**src/rtl/multicycle_ctrl_fsm_pkg.sv**
```systemverilog
// mc_ctrl_pkg: opcodes, state encoding, datapath control enums and the
// per-state control decode shared by the multicycle MIPS controller.
package mc_ctrl_pkg;

  localparam logic [5:0] OP_RTYPE = 6'h00;
  localparam logic [5:0] OP_J     = 6'h02;
  localparam logic [5:0] OP_JAL   = 6'h03;
  localparam logic [5:0] OP_BEQ   = 6'h04;
  localparam logic [5:0] OP_BNE   = 6'h05;
  localparam logic [5:0] OP_ADDI  = 6'h08;
  localparam logic [5:0] OP_ANDI  = 6'h0C;
  localparam logic [5:0] OP_ORI   = 6'h0D;
  localparam logic [5:0] OP_LW    = 6'h23;
  localparam logic [5:0] OP_SW    = 6'h2B;

  typedef enum logic [3:0] {
    S_FETCH, S_DECODE, S_MEMADR, S_MEMRD, S_MEMWR, S_MEMWB, S_EXEC, S_ALUWB,
    S_BEQ, S_BNE, S_IMMEX, S_IMMWB, S_JUMP, S_JAL, S_HALT
  } state_t;

  typedef enum logic [2:0] {
    ALU_ADD = 3'b000, ALU_SUB = 3'b001, ALU_FUNCT = 3'b010,
    ALU_AND = 3'b011, ALU_OR = 3'b100
  } alu_op_t;

  typedef enum logic [1:0] {PC_ALU = 2'b00, PC_ALUOUT = 2'b01, PC_JUMP = 2'b10} pc_src_t;
  typedef enum logic [1:0] {SRCB_B = 2'b00, SRCB_FOUR = 2'b01, SRCB_IMM = 2'b10, SRCB_IMM_SH2 = 2'b11} src_b_t;
  typedef enum logic [1:0] {DST_RT = 2'b00, DST_RD = 2'b01, DST_R31 = 2'b10} reg_dst_t;
  typedef enum logic [1:0] {WB_ALUOUT = 2'b00, WB_DATA = 2'b01, WB_PC = 2'b10} wb_sel_t;

  // Moore part of the control word; fetch-time enables are gated by mem_ready in the top.
  typedef struct packed {
    logic     mem_req;
    logic     mem_write;
    logic     i_or_d;
    logic     pc_write;
    logic     branch;
    logic     branch_ne;
    pc_src_t  pc_src;
    logic     alu_src_a;
    src_b_t   alu_src_b;
    alu_op_t  alu_op;
    logic     reg_write;
    reg_dst_t reg_dst;
    wb_sel_t  wb_sel;
    logic     halted;
  } ctrl_t;

  // Control word for a state; op only matters for IMMEX (selects the ALU op).
  function automatic ctrl_t ctrl_of(state_t s, logic [5:0] op);
    ctrl_t c;
    c = '0;
    case (s)
      S_FETCH:  begin c.mem_req = 1'b1; c.alu_src_b = SRCB_FOUR; end
      S_DECODE: c.alu_src_b = SRCB_IMM_SH2;
      S_MEMADR: begin c.alu_src_a = 1'b1; c.alu_src_b = SRCB_IMM; end
      S_MEMRD:  begin c.mem_req = 1'b1; c.i_or_d = 1'b1; end
      S_MEMWR:  begin c.mem_req = 1'b1; c.mem_write = 1'b1; c.i_or_d = 1'b1; end
      S_MEMWB:  begin c.reg_write = 1'b1; c.reg_dst = DST_RT; c.wb_sel = WB_DATA; end
      S_EXEC:   begin c.alu_src_a = 1'b1; c.alu_src_b = SRCB_B; c.alu_op = ALU_FUNCT; end
      S_ALUWB:  begin c.reg_write = 1'b1; c.reg_dst = DST_RD; c.wb_sel = WB_ALUOUT; end
      S_BEQ, S_BNE: begin
        c.alu_src_a = 1'b1;
        c.alu_src_b = SRCB_B;
        c.alu_op    = ALU_SUB;
        c.pc_src    = PC_ALUOUT;
        c.branch    = (s == S_BEQ);
        c.branch_ne = (s == S_BNE);
      end
      S_IMMEX: begin
        c.alu_src_a = 1'b1;
        c.alu_src_b = SRCB_IMM;
        case (op)
          OP_ANDI: c.alu_op = ALU_AND;
          OP_ORI:  c.alu_op = ALU_OR;
          default: c.alu_op = ALU_ADD;
        endcase
      end
      S_IMMWB:  begin c.reg_write = 1'b1; c.reg_dst = DST_RT; c.wb_sel = WB_ALUOUT; end
      S_JUMP:   begin c.pc_write = 1'b1; c.pc_src = PC_JUMP; end
      S_JAL: begin
        c.pc_write  = 1'b1;
        c.pc_src    = PC_JUMP;
        c.reg_write = 1'b1;
        c.reg_dst   = DST_R31;
        c.wb_sel    = WB_PC;
      end
      S_HALT:   c.halted = 1'b1;
      default:  c = '0;
    endcase
    return c;
  endfunction

endpackage

```
**src/rtl/multicycle_ctrl_fsm_if.sv**
```systemverilog
// Memory handshake between the controller (master) and the memory (slave).
interface multicycle_ctrl_fsm_if;
  logic mem_req;
  logic mem_write;
  logic i_or_d;
  logic mem_ready;

  modport master (output mem_req, mem_write, i_or_d, input mem_ready);
  modport slave  (input mem_req, mem_write, i_or_d, output mem_ready);
endinterface

```
**src/rtl/multicycle_ctrl_fsm_wait_timer.sv**
```systemverilog
// mc_mem_wait_timer: counts consecutive stalled memory cycles; expired flags
// the stalled cycle that brings the count to 2**WAIT_W-1.
module mc_mem_wait_timer #(
  parameter int WAIT_W = 8
) (
  input  logic clk,
  input  logic reset,
  input  logic stall,
  input  logic clr,
  output logic expired
);

  // Count value held during the last allowed stall (all ones minus one).
  localparam logic [WAIT_W-1:0] FIRE_AT = {{(WAIT_W-1){1'b1}}, 1'b0};

  logic [WAIT_W-1:0] cnt;

  assign expired = stall && (cnt == FIRE_AT);

  // Stall counter, cleared on completion or any state change.
  always_ff @(posedge clk or posedge reset) begin
    if (reset)      cnt <= '0;
    else if (clr)   cnt <= '0;
    else if (stall) cnt <= cnt + WAIT_W'(1);
  end

endmodule

```
**src/rtl/multicycle_ctrl_fsm.sv**
```systemverilog
// multicycle_ctrl_fsm: main control FSM of the multicycle MIPS datapath with a
// variable-latency memory handshake, memory timeout, retired-instruction counter
// and sticky HALT.
// Optional feature macro: MC_CTRL_ILLEGAL_TRAP_EN (undecoded opcode traps to HALT
// and sets illegal_instr; when undefined such opcodes retire as NOPs).
module multicycle_ctrl_fsm
  import mc_ctrl_pkg::*;
#(
  parameter int WAIT_W = 8,
  parameter int RET_W  = 32
) (
  input  logic                    clk,
  input  logic                    reset,
  input  logic [5:0]              opcode,
  multicycle_ctrl_fsm_if.master   mem,
  output logic                    ir_write,
  output logic                    pc_write,
  output logic                    branch,
  output logic                    branch_ne,
  output logic [1:0]              pc_src,
  output logic                    alu_src_a,
  output logic [1:0]              alu_src_b,
  output logic [2:0]              alu_op,
  output logic                    reg_write,
  output logic [1:0]              reg_dst,
  output logic [1:0]              wb_sel,
  output logic                    halted,
  output logic                    bus_err,
  output logic                    illegal_instr,
  output logic [RET_W-1:0]        instr_retired
);

  localparam logic [RET_W-1:0] RET_ONE = RET_W'(1);

  state_t           state, state_n;
  ctrl_t            ctrl_q;
  logic [5:0]       op_q, op_sel;
  logic             bus_err_q;
  logic [RET_W-1:0] retired_q;
  logic             stall, tmr_clr, expired, retire;
`ifdef MC_CTRL_ILLEGAL_TRAP_EN
  logic             trap, ill_q;
`endif

  // The IR opcode is only trusted in DECODE; later states use the latched copy.
  assign op_sel  = (state == S_DECODE) ? opcode : op_q;
  assign stall   = ctrl_q.mem_req & ~mem.mem_ready;
  assign tmr_clr = mem.mem_ready | (state_n != state);
  assign retire  = (state_n == S_FETCH) && (state != S_FETCH);

  mc_mem_wait_timer #(.WAIT_W(WAIT_W)) u_wait (
    .clk     (clk),
    .reset   (reset),
    .stall   (stall),
    .clr     (tmr_clr),
    .expired (expired)
  );

  // Next-state selection; memory states complete on mem_ready or trap on timeout.
  always_comb begin
    state_n = state;
`ifdef MC_CTRL_ILLEGAL_TRAP_EN
    trap = 1'b0;
`endif
    case (state)
      S_FETCH: begin
        if (mem.mem_ready) state_n = S_DECODE;
        else if (expired)  state_n = S_HALT;
      end
      S_DECODE: begin
        case (opcode)
          OP_LW, OP_SW:              state_n = S_MEMADR;
          OP_RTYPE:                  state_n = S_EXEC;
          OP_BEQ:                    state_n = S_BEQ;
          OP_BNE:                    state_n = S_BNE;
          OP_ADDI, OP_ANDI, OP_ORI:  state_n = S_IMMEX;
          OP_J:                      state_n = S_JUMP;
          OP_JAL:                    state_n = S_JAL;
          default: begin
`ifdef MC_CTRL_ILLEGAL_TRAP_EN
            state_n = S_HALT;
            trap    = 1'b1;
`else
            state_n = S_FETCH;
`endif
          end
        endcase
      end
      S_MEMADR: state_n = (op_q == OP_SW) ? S_MEMWR : S_MEMRD;
      S_MEMRD: begin
        if (mem.mem_ready) state_n = S_MEMWB;
        else if (expired)  state_n = S_HALT;
      end
      S_MEMWR: begin
        if (mem.mem_ready) state_n = S_FETCH;
        else if (expired)  state_n = S_HALT;
      end
      S_EXEC:  state_n = S_ALUWB;
      S_IMMEX: state_n = S_IMMWB;
      S_MEMWB, S_ALUWB, S_BEQ, S_BNE, S_IMMWB, S_JUMP, S_JAL: state_n = S_FETCH;
      S_HALT:  state_n = S_HALT;
      default: state_n = S_FETCH;
    endcase
  end

  // State, registered control word, latched opcode, sticky flags and retire count.
  always_ff @(posedge clk or posedge reset) begin
    if (reset) begin
      state     <= S_FETCH;
      ctrl_q    <= ctrl_of(S_FETCH, 6'h00);
      op_q      <= '0;
      bus_err_q <= 1'b0;
      retired_q <= '0;
`ifdef MC_CTRL_ILLEGAL_TRAP_EN
      ill_q     <= 1'b0;
`endif
    end else begin
      state  <= state_n;
      ctrl_q <= ctrl_of(state_n, op_sel);
      if (state == S_DECODE) op_q <= opcode;
      if (expired) bus_err_q <= 1'b1;
      if (retire)  retired_q <= retired_q + RET_ONE;
`ifdef MC_CTRL_ILLEGAL_TRAP_EN
      if (trap) ill_q <= 1'b1;
`endif
    end
  end

  // FETCH enables are the only ones that follow mem_ready within the cycle.
  assign ir_write      = (state == S_FETCH) & mem.mem_ready;
  assign pc_write      = ctrl_q.pc_write | ir_write;
  assign mem.mem_req   = ctrl_q.mem_req;
  assign mem.mem_write = ctrl_q.mem_write;
  assign mem.i_or_d    = ctrl_q.i_or_d;
  assign branch        = ctrl_q.branch;
  assign branch_ne     = ctrl_q.branch_ne;
  assign pc_src        = ctrl_q.pc_src;
  assign alu_src_a     = ctrl_q.alu_src_a;
  assign alu_src_b     = ctrl_q.alu_src_b;
  assign alu_op        = ctrl_q.alu_op;
  assign reg_write     = ctrl_q.reg_write;
  assign reg_dst       = ctrl_q.reg_dst;
  assign wb_sel        = ctrl_q.wb_sel;
  assign halted        = ctrl_q.halted;
  assign bus_err       = bus_err_q;
  assign instr_retired = retired_q;
`ifdef MC_CTRL_ILLEGAL_TRAP_EN
  assign illegal_instr = ill_q;
`else
  assign illegal_instr = 1'b0;
`endif

endmodule
```
**src/flat_wrapper.sv**
```systemverilog
// flat-port wrapper written by rule: the top's interface ports become plain ports
module multicycle_ctrl_fsm_flat import mc_ctrl_pkg::*;
#(
  parameter int WAIT_W = 8,
  parameter int RET_W  = 32
)
  (clk, reset, opcode, ir_write, pc_write, branch, branch_ne, pc_src, alu_src_a, alu_src_b, alu_op, reg_write, reg_dst, wb_sel, halted, bus_err, illegal_instr, instr_retired, mem_mem_req, mem_mem_write, mem_i_or_d, mem_mem_ready);
  multicycle_ctrl_fsm_if mem_i ();
  input  logic clk;
  input  logic reset;
  input  logic [5:0] opcode;
  output logic ir_write;
  output logic pc_write;
  output logic branch;
  output logic branch_ne;
  output logic [1:0] pc_src;
  output logic alu_src_a;
  output logic [1:0] alu_src_b;
  output logic [2:0] alu_op;
  output logic reg_write;
  output logic [1:0] reg_dst;
  output logic [1:0] wb_sel;
  output logic halted;
  output logic bus_err;
  output logic illegal_instr;
  output logic [RET_W-1:0] instr_retired;
  output wire logic [$bits(mem_i.mem_req)-1:0] mem_mem_req;
  output wire logic [$bits(mem_i.mem_write)-1:0] mem_mem_write;
  output wire logic [$bits(mem_i.i_or_d)-1:0] mem_i_or_d;
  input wire logic [$bits(mem_i.mem_ready)-1:0] mem_mem_ready;
  assign mem_mem_req = mem_i.mem_req;
  assign mem_mem_write = mem_i.mem_write;
  assign mem_i_or_d = mem_i.i_or_d;
  assign mem_i.mem_ready = mem_mem_ready;
  multicycle_ctrl_fsm #(.WAIT_W(WAIT_W), .RET_W(RET_W)) u_core (.clk(clk), .reset(reset), .opcode(opcode), .mem(mem_i), .ir_write(ir_write), .pc_write(pc_write), .branch(branch), .branch_ne(branch_ne), .pc_src(pc_src), .alu_src_a(alu_src_a), .alu_src_b(alu_src_b), .alu_op(alu_op), .reg_write(reg_write), .reg_dst(reg_dst), .wb_sel(wb_sel), .halted(halted), .bus_err(bus_err), .illegal_instr(illegal_instr), .instr_retired(instr_retired));
endmodule
```
**config.mk**
```make
export PLATFORM = sky130hd
export DESIGN_NAME = multicycle_ctrl_fsm_flat
export DESIGN_NICKNAME = d
export VERILOG_FILES = /design/src/rtl/multicycle_ctrl_fsm_pkg.sv /design/src/rtl/multicycle_ctrl_fsm_if.sv /design/src/rtl/multicycle_ctrl_fsm_wait_timer.sv /design/src/rtl/multicycle_ctrl_fsm.sv /design/src/flat_wrapper.sv
export SDC_FILE = /design/constraint.sdc
export NUM_CORES = 1
export LEC_CHECK = 0
export CAP_MARGIN = 10
export CORE_MARGIN = 4
export CORE_UTILIZATION = 40
export DETAILED_ROUTE_END_ITERATION = 6
export SLEW_MARGIN = 25
export SYNTH_ARGS = -nofsm -noshare
export SYNTH_HDL_FRONTEND = slang
export SYNTH_HIERARCHICAL = 1
export SYNTH_SLANG_ARGS = --single-unit
```
**constraint.sdc**
```tcl
create_clock -name clk -period 3 [get_ports clk]
set_input_delay 0.45 -clock clk [delete_from_list [all_inputs] [get_ports clk]]
set_output_delay 0.45 -clock clk [all_outputs]
set_load 0.01 [all_outputs]
```
Yosys cells after proc, flatten, opt, wreduce, memory -nomap -nowiden
Cells that the tools add are included.
{ "word_totals": {"ff_bits": 71, "inputBits": 9, "output_inout_bits": 55, "wordCells": 98} }
{ "classes": {"add_sub_neg": 2, "eq_ne": 35, "mux": 22, "bitwise": 5, "reduce_logical": 15} }
{ "op_table": {"columns": ["operator", "n"], "rows": [
  ["4-bit equality test, second input constant", 9],
  ["32-bit by 1-bit adder with 32-bit output, second input constant", 1],
  ["4-bit one-hot mux with 8 select lines", 1],
  ["6-bit by 4-bit equality test with 1-bit output, second input constant", 5],
  ["4-bit one-hot mux with 7 select lines", 1],
  ["4-bit by 3-bit equality test with 1-bit output, second input constant", 6],
  ["5-bit one-hot mux with 4 select lines", 1],
  ["6-bit equality test, second input constant", 3],
  ["4-bit by 2-bit equality test with 1-bit output, second input constant", 4],
  ["4-bit 2-to-1 mux", 4],
  ["8-bit 2-to-1 mux", 2],
  ["6-bit by 2-bit equality test with 1-bit output, second input constant", 2],
  ["6-bit by 3-bit equality test with 1-bit output, second input constant", 2],
  ["2-bit OR reduction", 5],
  ["3-bit one-hot mux with 3 select lines", 1],
  ["8-bit by 1-bit adder with 8-bit output, second input constant", 1],
  ["4-bit by 1-bit equality test with 1-bit output, second input constant", 2],
  ["8-bit equality test, second input constant", 1],
  ["4-bit logical NOT", 2],
  ["6-bit logical NOT", 1],
  ["1-bit 2-to-1 mux", 6],
  ["6-bit 2-to-1 mux", 1],
  ["2-bit one-hot mux with 3 select lines", 1],
  ["3-bit one-hot mux with 2 select lines", 1],
  ["other kinds (12)", 16]
]} }

Logic depth before layout (Yosys ltp)
Gate-level depths: netlist of run 1.
{ "depth": {"word_depth": 9, "depth_mapped": 13, "ltp_nobuf": 12} }

By module
Netlist of run 1, hierarchy kept.
{ "modules_own_cells": {"columns": ["mod", "instances", "cells_per_inst", "area_each_um2", "seq_area_each_um2"], "rows": [
  ["multicycle_ctrl_fsm", 1, 291, 3025.4, 1554.0],
  ["mc_mem_wait_timer", 1, 42, 419.2, 200.2]
]} }

Least setup slack after synthesis of run 1
OpenSTA, ideal clock, no wires.
{ "synth_path": {"path_type": "reg-to-reg", "start": "register u_core.ctrl_q (netlist bit u_core/mem.mem_req)", "end": "register u_core.u_wait.cnt[1]", "setup_time_ns": 0.094, "t_arrival_ns": 2.582, "required_ns": 2.906, "slack_ns": 0.324, "stages_incl_launch_ff": 12, "n_path_buf": 2, "synth_period_minus_slack_ns": 2.676, "cell_sequence": "dfstp_2 > nor2b_1 > buf_6 > nand4_4 > nor2_1 > o211ai_1 > o21ai_0 > nor3_1 > a2111oi_0 > nand3_1 > clkbuf_1 > a211oi_1"} }
{ "synth_via": {"elab_chain_len": 8, "word_cells_on_any_way": 11, "classes_between": "1 x eq/ne; 6 x mux; 2 x bitwise; 2 x reduce/logical"} }
{ "synth_rtl": {"columns": ["item", "line_no", "source"], "rows": [
  ["from (decl)", "multicycle_ctrl_fsm.sv:36", "ctrl_t ctrl_q;"],
  ["from (signal assigned)", "multicycle_ctrl_fsm.sv:110", "ctrl_q <= ctrl_of(S_FETCH, 6'h00);"],
  ["from (signal assigned)", "multicycle_ctrl_fsm.sv:119", "ctrl_q <= ctrl_of(state_n, op_sel);"],
  ["1-bit AND (*)", "multicycle_ctrl_fsm.sv:47", "assign stall = ctrl_q.mem_req & ~mem.mem_ready;"],
  ["named net u_core.stall", "multicycle_ctrl_fsm.sv:40", "logic stall, tmr_clr, expired, retire;"],
  ["1-bit logical AND (*)", "multicycle_ctrl_fsm_wait_timer.sv:18", "assign expired = stall && (cnt == FIRE_AT);"],
  ["named net u_core.expired", "multicycle_ctrl_fsm.sv:40", null],
  ["4-bit 2-to-1 mux (*)", "multicycle_ctrl_fsm.sv:68, multicycle_ctrl_fsm.sv:92, multicycle_ctrl_fsm.sv:96", null],
  ["4-bit 2-to-1 mux, on equally long branches", "multicycle_ctrl_fsm.sv:95, multicycle_ctrl_fsm.sv:67, multicycle_ctrl_fsm.sv:91", null],
  ["4-bit one-hot mux with 8 select lines (*)", "multicycle_ctrl_fsm.sv:65", "case (state)"],
  ["4-bit inequality test (*)", "multicycle_ctrl_fsm.sv:48", "assign tmr_clr = mem.mem_ready | (state_n != state);"],
  ["1-bit OR (*)", "multicycle_ctrl_fsm.sv:48", null],
  ["named net u_core.tmr_clr", "multicycle_ctrl_fsm.sv:40", null],
  ["8-bit 2-to-1 mux / 2-bit nonzero test (equally long branches)", null, null],
  ["to (signal assigned)", "multicycle_ctrl_fsm_wait_timer.sv:24", "else if (stall) cnt <= cnt + WAIT_W'(1);"],
  ["to (decl)", "multicycle_ctrl_fsm_wait_timer.sv:16", "logic [WAIT_W-1:0] cnt;"]
]} }
Mark *: on every way through the listed nets, which the timed path passes. The rest lies on a longest branch.
A chain may end at the register's enable or synchronous reset.

Worst setup path in the final report of run 1
{ "layout_path": {"start": "register u_core.state[3]", "end": "register u_core.u_wait.cnt[5]"} }
{ "layout_via": {"elab_chain_len": 6, "word_cells_on_any_way": 17, "classes_between": "8 x eq/ne; 6 x mux; 1 x bitwise; 2 x reduce/logical"} }
{ "layout_rtl": {"columns": ["item", "line_no", "source"], "rows": [
  ["from (decl)", "multicycle_ctrl_fsm.sv:35", "state_t state, state_n;"],
  ["from (signal assigned)", "multicycle_ctrl_fsm.sv:118", "state <= state_n;"],
  ["4-bit 2-to-1 mux", "multicycle_ctrl_fsm.sv:68, multicycle_ctrl_fsm.sv:92, multicycle_ctrl_fsm.sv:96", null],
  ["4-bit 2-to-1 mux, on equally long branches", "multicycle_ctrl_fsm.sv:95, multicycle_ctrl_fsm.sv:67, multicycle_ctrl_fsm.sv:91", null],
  ["4-bit one-hot mux with 8 select lines", "multicycle_ctrl_fsm.sv:65", null],
  ["4-bit inequality test (*)", "multicycle_ctrl_fsm.sv:48", null],
  ["1-bit OR (*)", "multicycle_ctrl_fsm.sv:48", null],
  ["named net u_core.tmr_clr", "multicycle_ctrl_fsm.sv:40", null],
  ["8-bit 2-to-1 mux / 2-bit nonzero test (equally long branches)", null, null]
]} }
Marked as above.

==> results of run 1 <==
[layout make-up]
type / instances / share of cell area (%)
repair buffers: 85 / 18.00
inverters: 10 / 0.8799
flip-flops and latches: 70 / 39.80
multi-input cells: 226 / 33.83
well taps: 105 / 2.980
clock inverters: 7 / 1.703
clock buffers: 9 / 2.810
[layer usage]
| layer | share of wire, % | global-route usage (%) | wire, um |
|---|---|---|---|
| met1 | 49 | 23.25 | 3721 |
| met2 | 45 | 21.87 | 3352 |
| met3 | 5.1 | 5.260 | 381 |
| met4 | 0.85 | 4.560 | 64 |
| met5 | 0 | 0 | 0 |
[path summary, 6_finish.rpt]
| kind | start | slack (ns) | endpoint | cells past startpoint |
|---|---|---|---|---|
| setup / recovery | u_core/state[3] | 0.28 | u_core/u_wait/cnt[5] | 8 |
| hold / removal | reset | 0.40 | u_core/u_wait/cnt[6] | 2 |
| setup reg to reg | u_core/state[3] | 0.28 | u_core/u_wait/cnt[5] | 8 |
| hold reg to reg | u_core/bus_err | 0.47 | u_core/bus_err | 1 |
| max in group asynchronous | reset | 1.89 | u_core/instr_retired[5] | 3 |
| min in group clk | u_core/bus_err | 0.47 | u_core/bus_err | 1 |
[cells by family after synthesis]
kind of cell             synth area share, %
AND/OR/NAND/NOR                        23.83
multiplexers                          0.6175
AO/OA/AOI/OAI                          7.374
flip-flops                             50.93
buffers and inverters                  6.138
other                                 0.1089
XOR/XNOR                               9.916
adder cells (fa/ha/maj)                1.090
[power breakdown]
group / total [uW] / internal (uW) / switching [uW]
clock: 744 / 386 / 358
sequential: 1210 / 1100 / 106
combinational: 1150 / 554 / 600
total: 3110 / 2040 / 1060
[per-stage QoR]
step,setup WS [ns],utilization [%]
finish,0.2847,53.11
CTS,0.2637,53.07
detailed placement,-0.07709,50.67
floorplan,0.3245,-
global placement,0.1057,50.67
global route,0.05704,53.11
[layout by cell type, fill, tap and decap left out, types with 2 or more instances in the layout]
| cell type | count |
|---|---|
| ha_1 | 3 |
| o211ai_1 | 3 |
| o21a_1 | 2 |
| clkdlybuf4s50_1 | 62 |
| dfstp_2 | 2 |
| and2_1 | 5 |
| nor2_1 | 17 |
| or2_2 | 3 |
| nor3_1 | 7 |
| inv_1 | 8 |
| or3_1 | 4 |
| nand2_1 | 26 |
| clkinv_2 | 3 |
| nor2b_1 | 4 |
| nand2b_1 | 6 |
| dfrtp_1 | 68 |
| xnor2_1 | 35 |
| clkinv_4 | 4 |
| and4_1 | 5 |
| nand4_1 | 16 |
| o21ai_0 | 8 |
| clkbuf_8 | 9 |
| o31ai_1 | 3 |
| and3_1 | 14 |
| xor2_1 | 4 |
| buf_4 | 23 |
| nand3_1 | 23 |
| a21oi_1 | 10 |
[sequential cells by signal, indices dropped and copies added, names as in the netlist, 2 cells and up]
| register | flops |
|---|---|
| u_core/op_q | 6 |
| u_core/state | 4 |
| u_core/alu_src_b | 2 |
| u_core/u_wait/cnt | 8 |
| u_core/alu_op | 3 |
| u_core/reg_dst | 2 |
| u_core/instr_retired | 32 |
| u_core/pc_src | 2 |
[worst max-delay path: stages, from the launching register on]
cell and delay, ns:
dfrtp_1 0.38, or4b_1 0.57, or3_4 0.39, nor3_2 0.29, nor3_1 0.13, a2111oi_1 0.43, nand3_1 0.15, buf_4 0.18
a21oi_1 0.12
==> flow_summary.ini, run 1 <==
[outcome]
status = finished clean

[timing]
finalHoldViolCount = 0
tightest_slew_ns = 0.5761
slew_viol_final = 0
skew_ns = 0.01123
max_freq_ghz = 0.3683
fin_crit_ns = 2.715
fin_setup_tns_ns = 0
setup_viol = 0
hold_ws_ns = 0.4026
rsz0062_at_grt = no
relSlewSlack_pct = 61.30
finalCritPeriodShare_pct = 90.51

[layout]
stdcell_area_mm2 = 0.004408
area_growth_syn_to_layout_pct = 27.97
antenna_cells = 0
fill_cells = 762
fin_nets = 414
multiInputGateArea_mm2 = 0.001491
final_cells = 512
drive_above_1_share_pct = 13.51
regArea_mm2 = 0.001754

[synthesis]
synth_edf_count = 0
netlist_instances = 333
async_flop_share_pct = 100.0
synthTopCellsByArea = dfrtp_1 (49%), xnor2_1 (8.9%), nand3_1 (3.3%)
syn-mean-instance-area_um2 = 10.34
yosysWarningCount = 6
synth_fp_nets = 345
ys_seq_elements = 70
synthDominantCellAreaShare_pct = 49.40
synth_most_common_cell = dfrtp_1
yosys.area.top_type = dfrtp_1
synth_cell_type_count = 55
ys_seq_area_share_pct = 50.93
synth_commonest_cells = dfrtp_1 (68), xnor2_1 (35), nand2_1 (26)
synth_area_mm2 = 0.003445
synth-main-ff-cell = dfrtp_1

[placement]
numPortBuffers = 62
place_hpwl_um = 5429
dp_cells = 496
post_dp_cell_area_mm2 = 0.004205
place_congestion = 0.8878

[global_routing]
grt_max_degree = 26
grt_antenna_before_repair = 0
grtUsageTotal_pct = 15.74
grt_pass1_vias = 2471
grt-ovfl-total = 0
grt_pass1_wl_um = 12580

[clock_network]
cts_setup_buffers = 0
htree_levels = 3
cts_max_path_buffers = 2
cts_root_buffer = clkbuf_8
cts_hold_buf = 0
cts-buffers-inserted = 9
clk_latency_ns = 0.34
cts_tree = done
cts_resized = 0
cts.sinks = 70
clk_pin_slew_worst_paths_ns = 0.07

[flow_run]
max_cap_viol_count = 0

[die]
start_util_pct = 41.50
io_pins = 64
die_x_um = 100.8
die_y_um = 100.8
dieArea_mm2 = 0.01016
rows = 33
design.core.area_mm2 = 0.008299

[worst_hold_path]
hp-class = in2async

[setup_path]
cp.arrival_ns = 2.98
critPathCaptureType = flop
path_class = reg2reg
start_kind = flop
crit_required_ns = 3.26
path_max_fanout = 7

[routing]
vias_per_cell = 5.063
post_drt_wl_per_cell_um = 14.69
via_count = 2592
ant_nets = 0
drt_iter0_markers = 171
drc = 0
drt-total-wl_um = 7519
drt_first_pass_iters = 4

[power]
p_leak_uw = 0.001931
total_power_uw = 3106
powerDensity_mw_per_mm2 = 704.7
ir_drop_mv = 0.4879
Power figures use the tool's default switching activity.
==> run 2: changes to the inputs <==
--- a/config.mk
+++ b/config.mk
@@ -6,9 +6,9 @@
 export NUM_CORES = 1
 export LEC_CHECK = 0
 export CAP_MARGIN = 10
-export CORE_MARGIN = 4
 export CORE_UTILIZATION = 40
 export DETAILED_ROUTE_END_ITERATION = 6
+export REMOVE_ABC_BUFFERS = 1
 export SLEW_MARGIN = 25
 export SYNTH_ARGS = -nofsm -noshare
 export SYNTH_HDL_FRONTEND = slang
==> run 2 against run 1 <==
Total power increased by 3.1%. Sequential power barely moved. Fmax is 1.5% higher. Register-to-register slack improved by 0.04 ns. Clock-buffer cell count did not move. First-iteration DRC count fell by 46%. Clock power is 10% higher. Sequential share of layout area is 0.26 points lower. Final cell count shrank 0.39%. Die area shrank 12%. Utilization rose by 0.61 points. Critical path type unchanged. Critical endpoint is now u_core/u_wait/cnt[6].
==> flow_summary.ini, run 2 (synthesis results as in run 1) <==
[outcome]
status = finished clean

[timing]
setup_viol = 0
relSlewSlack_pct = 57.97
rsz0062_at_grt = no
finalCritPeriodShare_pct = 89.15
finalHoldViolCount = 0
skew_ns = 0.01165
fin_crit_ns = 2.675
slew_viol_final = 0
fin_setup_tns_ns = 0
tightest_slew_ns = 0.6296
max_freq_ghz = 0.3739

[die]
dieArea_mm2 = 0.008986
design.core.area_mm2 = 0.008258
start_util_pct = 41.71
die_x_um = 94.80
rows = 33
die_y_um = 94.80
io_pins = 64

[global_routing]
grt-ovfl-total = 0
grt_pass1_wl_um = 12690
grt_max_degree = 35
grtUsageTotal_pct = 18.59
grt_antenna_before_repair = 0
grt_pass1_vias = 2602

[routing]
wl_met1_um = 3678
vias_per_cell = 5.178
wl_met3_um = 283
met2_length_um = 3542
drt_iter0_markers = 93
drc = 0
via_count = 2641
drt-total-wl_um = 7602
ant_nets = 0
top_layer_used = met4
drt_first_pass_iters = 4
post_drt_wl_per_cell_um = 14.91

[clock_network]
cts_tree = done
clk_latency_ns = 0.34
htree_levels = 3
cts.sinks = 70
cts_root_buffer = clkbuf_8
clk_pin_slew_worst_paths_ns = 0.07
cts_max_path_buffers = 2
cts-buffers-inserted = 9
cts_setup_buffers = 0

[setup_path]
cp_num_buf_inv = 1
crit_path_max_incr_delay_ns = 0.56
slowest_stage = or4b_1
start_kind = flop
path_class = reg2reg
r2r_end = u_core/u_wait/cnt[6]
cp.arrival_ns = 2.94
path_cells = or4b_1 -> or3_4 -> nor3_2 -> nor3_1 -> a2111oi_1 -> nand3_1 -> buf_4 -> a21oi_1
crit_family = simple AND/OR/NAND/NOR gates
r2r-start = u_core/state[2]
critPathCaptureType = flop
crit_required_ns = 3.26
r2r_cells = 8
worst-r2r-setup-slack_ns = 0.33
path_max_fanout = 7

[layout]
largest_reg_flops = 32
finish.utilization_pct = 53.73
final_common_cell = dfrtp_1
fin_nets = 413
final_cells = 510
fill_cells = 756
drive_above_1_share_pct = 13.09
multiInputGateArea_mm2 = 0.001491
mostFrequentLayoutCells = dfrtp_1 (68), clkdlybuf4s50_1 (62), xnor2_1 (35)
antenna_cells = 0
area_growth_syn_to_layout_pct = 28.81
regArea_mm2 = 0.001754

[power]
swShare_pct = 33.50
powerDensity_mw_per_mm2 = 722.0
power.switching_uw = 1073
cellInternalPower_uw = 2130
comb_power_share_pct = 36.4
p_seq_share_pct = 38.0
ir_drop_mv = 0.3099
p_leak_uw = 0.001941
pwr-share-clk_pct = 25.6

[flow_run]
max_cap_viol_count = 0

[placement]
place_hpwl_um = 5563
place_congestion = 0.9091
numPortBuffers = 62
dp_cells = 495

[worst_hold_path]
hp-class = in2async
-- run 2: cell count changes in the layout (fill, tap and decap cells not counted) --
cell        before  now
bufinv_16        1    2
buf_4           23   20
inv_6            0    1
clkinv_4         4    0
clkinvlp_4       0    1
buf_12           0    2
-- run 2: per-stage QoR --
stage          worst slack (ns)  total power (uW)  hold WS [ns]  area (um2)
2_1_floorplan           -0.4984              1842        0.2657        3272
5_1_grt                 0.06035              3403        0.4387        4437
3_3_place_gp            0.01551              2386        0.4578        4223
6_report                 0.3255              3203        0.4108        4437
3_5_place_dp           -0.05436              2408        0.4594        4223
4_1_cts                  0.2570              3240        0.4069        4433
-- run 2: metal layers --
layer | track usage, % | up-vias
met5 | 0 | -
li1 | - | 1285
met3 | 3.382 | 9
met2 | 28.66 | 60
met4 | 6.818 | 0
met1 | 26.07 | 1287
-- run 2: worst reg2reg max path: cells and delay by family (launching register included) --
| kind | cells | cell delay, ns |
|---|---|---|
| compound gates | 2 | 0.58 |
| buf+inv | 1 | 0.19 |
| flops | 1 | 0.40 |
| simple gates | 5 | 1.44 |
-- run 2: worst max path at each step --
stage / slack, ns / from / cells after the start / end
after CTS: 0.26 / u_core/mem.mem_req / 10 / u_core/u_wait/cnt[6]
final: 0.33 / u_core/state[2] / 8 / u_core/u_wait/cnt[6]
after detailed placement: -0.05 / mem_mem_ready / 11 / u_core/u_wait/cnt[6]
after floorplan: -0.50 / u_core/mem.mem_req / 9 / u_core/instr_retired[1]
after global routing: 0.06 / u_core/mem.mem_req / 10 / u_core/u_wait/cnt[6]
after global placement: 0.02 / mem_mem_ready / 12 / u_core/instr_retired[31]
-- run 2: power by group through the flow --
stage	clock [uW]	combinational, uW	sequential [uW]
finish	819	1170	1220
global route	876	1290	1240
CTS	847	1170	1220
detailed placement	0	1170	1240
global placement	0	1150	1230
floorplan	0	569	1270
-- run 2: final cells by class --
cell class | count | share of cell area [%]
clock inverter | 6 | 1.946
tap | 105 | 2.961
sequential | 70 | 39.54
multi-input combinational | 226 | 33.62
timing repair buffer | 84 | 18.27
clock buffer | 9 | 2.792
inverter | 10 | 0.8742
-- run 2: what timing repair did --
action / in CTS / in global routing
endpoints found under the hold margin: 0 / 0
gates resized for setup: 0 / 2
hold buffers: 0 / 0
endpoints found under the setup margin: 0 / 7
==> run 3: changes to the inputs <==
--- a/config.mk
+++ b/config.mk
@@ -8,6 +8,7 @@
 export CAP_MARGIN = 10
 export CORE_UTILIZATION = 40
 export DETAILED_ROUTE_END_ITERATION = 6
+export PLACE_DENSITY = 0.68
 export REMOVE_ABC_BUFFERS = 1
 export SLEW_MARGIN = 25
 export SYNTH_ARGS = -nofsm -noshare
==> run 3 against run 2 <==
Clock skew up 0.0049 ns. Design area hardly changed. Worst setup slack improved by 0.028 ns. Total power down 1.2%. Critical path type unchanged. Clock-buffer cell count rose by 2. Highest routed layer unchanged. Sequential power hardly changed. First-iteration DRC count increased by 16%. Critical path depth did not move. Critical endpoint unchanged.
==> flow_summary.ini, run 3 (synthesis results as in run 1) <==
[outcome]
status = finished clean

[setup_path]
crit_path_max_incr_delay_ns = 0.58
start_kind = flop
path_class = reg2reg
critPathCaptureType = flop
crit_start = u_core/state[3]
cp.arrival_ns = 2.91
slowest_stage = or4b_1
path_cells = or4b_1 -> or3_4 -> nor3_2 -> nor3_1 -> a2111oi_0 -> nand3_1 -> buf_4 -> a21oi_1
r2r-start = u_core/state[3]
crit_required_ns = 3.26
path_max_fanout = 7

[die]
rows = 33
dieArea_mm2 = 0.008986
die_y_um = 94.80
start_util_pct = 41.71
die_x_um = 94.80
io_pins = 64
design.core.area_mm2 = 0.008258

[routing]
drc = 0
ant_nets = 0
drt-total-wl_um = 7630
drt_iter0_markers = 108
drt_first_pass_iters = 5
post_drt_wl_per_cell_um = 14.87
via_count = 2661
vias_per_cell = 5.187

[global_routing]
grt_antenna_before_repair = 0
grt_use_met3_pct = 2.738
grt_pass1_wl_um = 12500
grt_max_degree = 47
grtUsageTotal_pct = 18.33
grtUsageMet1_pct = 26.05
met2_usage_pct = 27.58
grt.busiest_layer = met2
grt_pass1_vias = 2501
grt-ovfl-total = 0

[clock_network]
cts_tree = done
cts_max_path_buffers = 2
cts.sinks = 70
cts_hold_buf = 0
clk_pin_slew_worst_paths_ns = 0.08
clk_latency_ns = 0.35
htree_levels = 3
cts_setup_buffers = 0
cts_root_buffer = clkbuf_8
cts_resized = 0
cts-buffers-inserted = 9

[timing]
finalHoldViolCount = 0
slew_viol_final = 0
hold_ws_ns = 0.4280
fin_ws_ns = 0.3532
relSlewSlack_pct = 63.58
skew_ns = 0.01653
setup_viol = 0
tightest_slew_ns = 0.5421
finalCritPeriodShare_pct = 88.23
max_freq_ghz = 0.3778
rsz0062_at_grt = no
fin_crit_ns = 2.647
fin_setup_tns_ns = 0

[power]
swShare_pct = 34.05
cellInternalPower_uw = 2088
pwr-share-clk_pct = 24.3
power.switching_uw = 1078
p_leak_uw = 0.001940
comb_power_share_pct = 37.4
ir_drop_mv = 0.3720
p_seq_share_pct = 38.3
powerDensity_mw_per_mm2 = 713.4
total_power_uw = 3166

[placement]
place_congestion = 0.8352
pre_cts_ws_ns = 0.03205
dp_cells = 497
numPortBuffers = 62
place_hpwl_um = 5486

[flow_run]
max_cap_viol_count = 0

[layout]
final_common_cell = dfrtp_1
final_cells = 513
mostFrequentLayoutCells = dfrtp_1 (68), clkdlybuf4s50_1 (62), xnor2_1 (35)
antenna_cells = 0
fin_nets = 415
drive_above_1_share_pct = 13.24
fill_cells = 762
largest_reg_flops = 32
area_growth_syn_to_layout_pct = 28.84

[worst_hold_path]
hp-class = in2async
run 3: changes by cell type in the layout (fill, tap and decap cells not counted), sizes merged:
cell,change
buf,+2
clkbuf,+2
bufinv,-1
clkinv,-1
clkinvlp,+1
run 3: critical path, delay by kind of cell (launching register included):
kind / cells / cell delay [ns]
AND/OR/NAND/NOR: 5 / 1.45
buffers and inverters: 1 / 0.19
flip-flops: 1 / 0.37
AO/OA/AOI/OAI: 2 / 0.55
run 3: path summary, 6_finish.rpt:
path / endpoint / slack (ns) / depth (start not counted)
worst min register to register: u_core/op_q[1] / 0.47 / 2
worst max register to register: u_core/u_wait/cnt[6] / 0.35 / 8
worst min-delay path: u_core/u_wait/cnt[1] / 0.43 / 2
min in group clk: u_core/op_q[1] / 0.47 / 2
max in group asynchronous: u_core/alu_src_b[0] / 1.90 / 3
worst max-delay path: u_core/u_wait/cnt[6] / 0.35 / 8
run 3: final cells by class:
class                      count  area [um2]  area share (%)
clock inverter                 5       58.81           1.325
sequential                    70        1754           39.53
inverter                      10       38.79          0.8740
multi-input combinational    226        1488           33.52
tap                          105       131.4           2.960
timing repair buffer          86       825.8           18.61
clock buffer                  11       141.4           3.186
run 3: power groups by stage:
| stage | clock network [uW] | registers [uW] | logic [uW] |
|---|---|---|---|
| after global routing | 831 | 1230 | 1300 |
| after floorplan | 0 | 1270 | 569 |
| final | 770 | 1210 | 1180 |
| after global placement | 0 | 1230 | 1170 |
| after CTS | 796 | 1210 | 1190 |
| after detailed placement | 0 | 1230 | 1180 |
run 3: routing by layer:
| layer | vias up | share of wire [%] |
|---|---|---|
| li1 | 1289 | - |
| met1 | 1285 | 47 |
| met2 | 81 | 47 |
| met3 | 6 | 4.6 |
| met4 | 0 | 1.1 |
| met5 | - | 0 |
run 3: stage by stage:
stage,util (%),cell area [um2]
2_1_floorplan,-,3272
3_3_place_gp,51.32,4238
3_5_place_dp,51.32,4238
4_1_cts,53.74,4438
5_1_grt,53.74,4438
6_report,53.74,4438
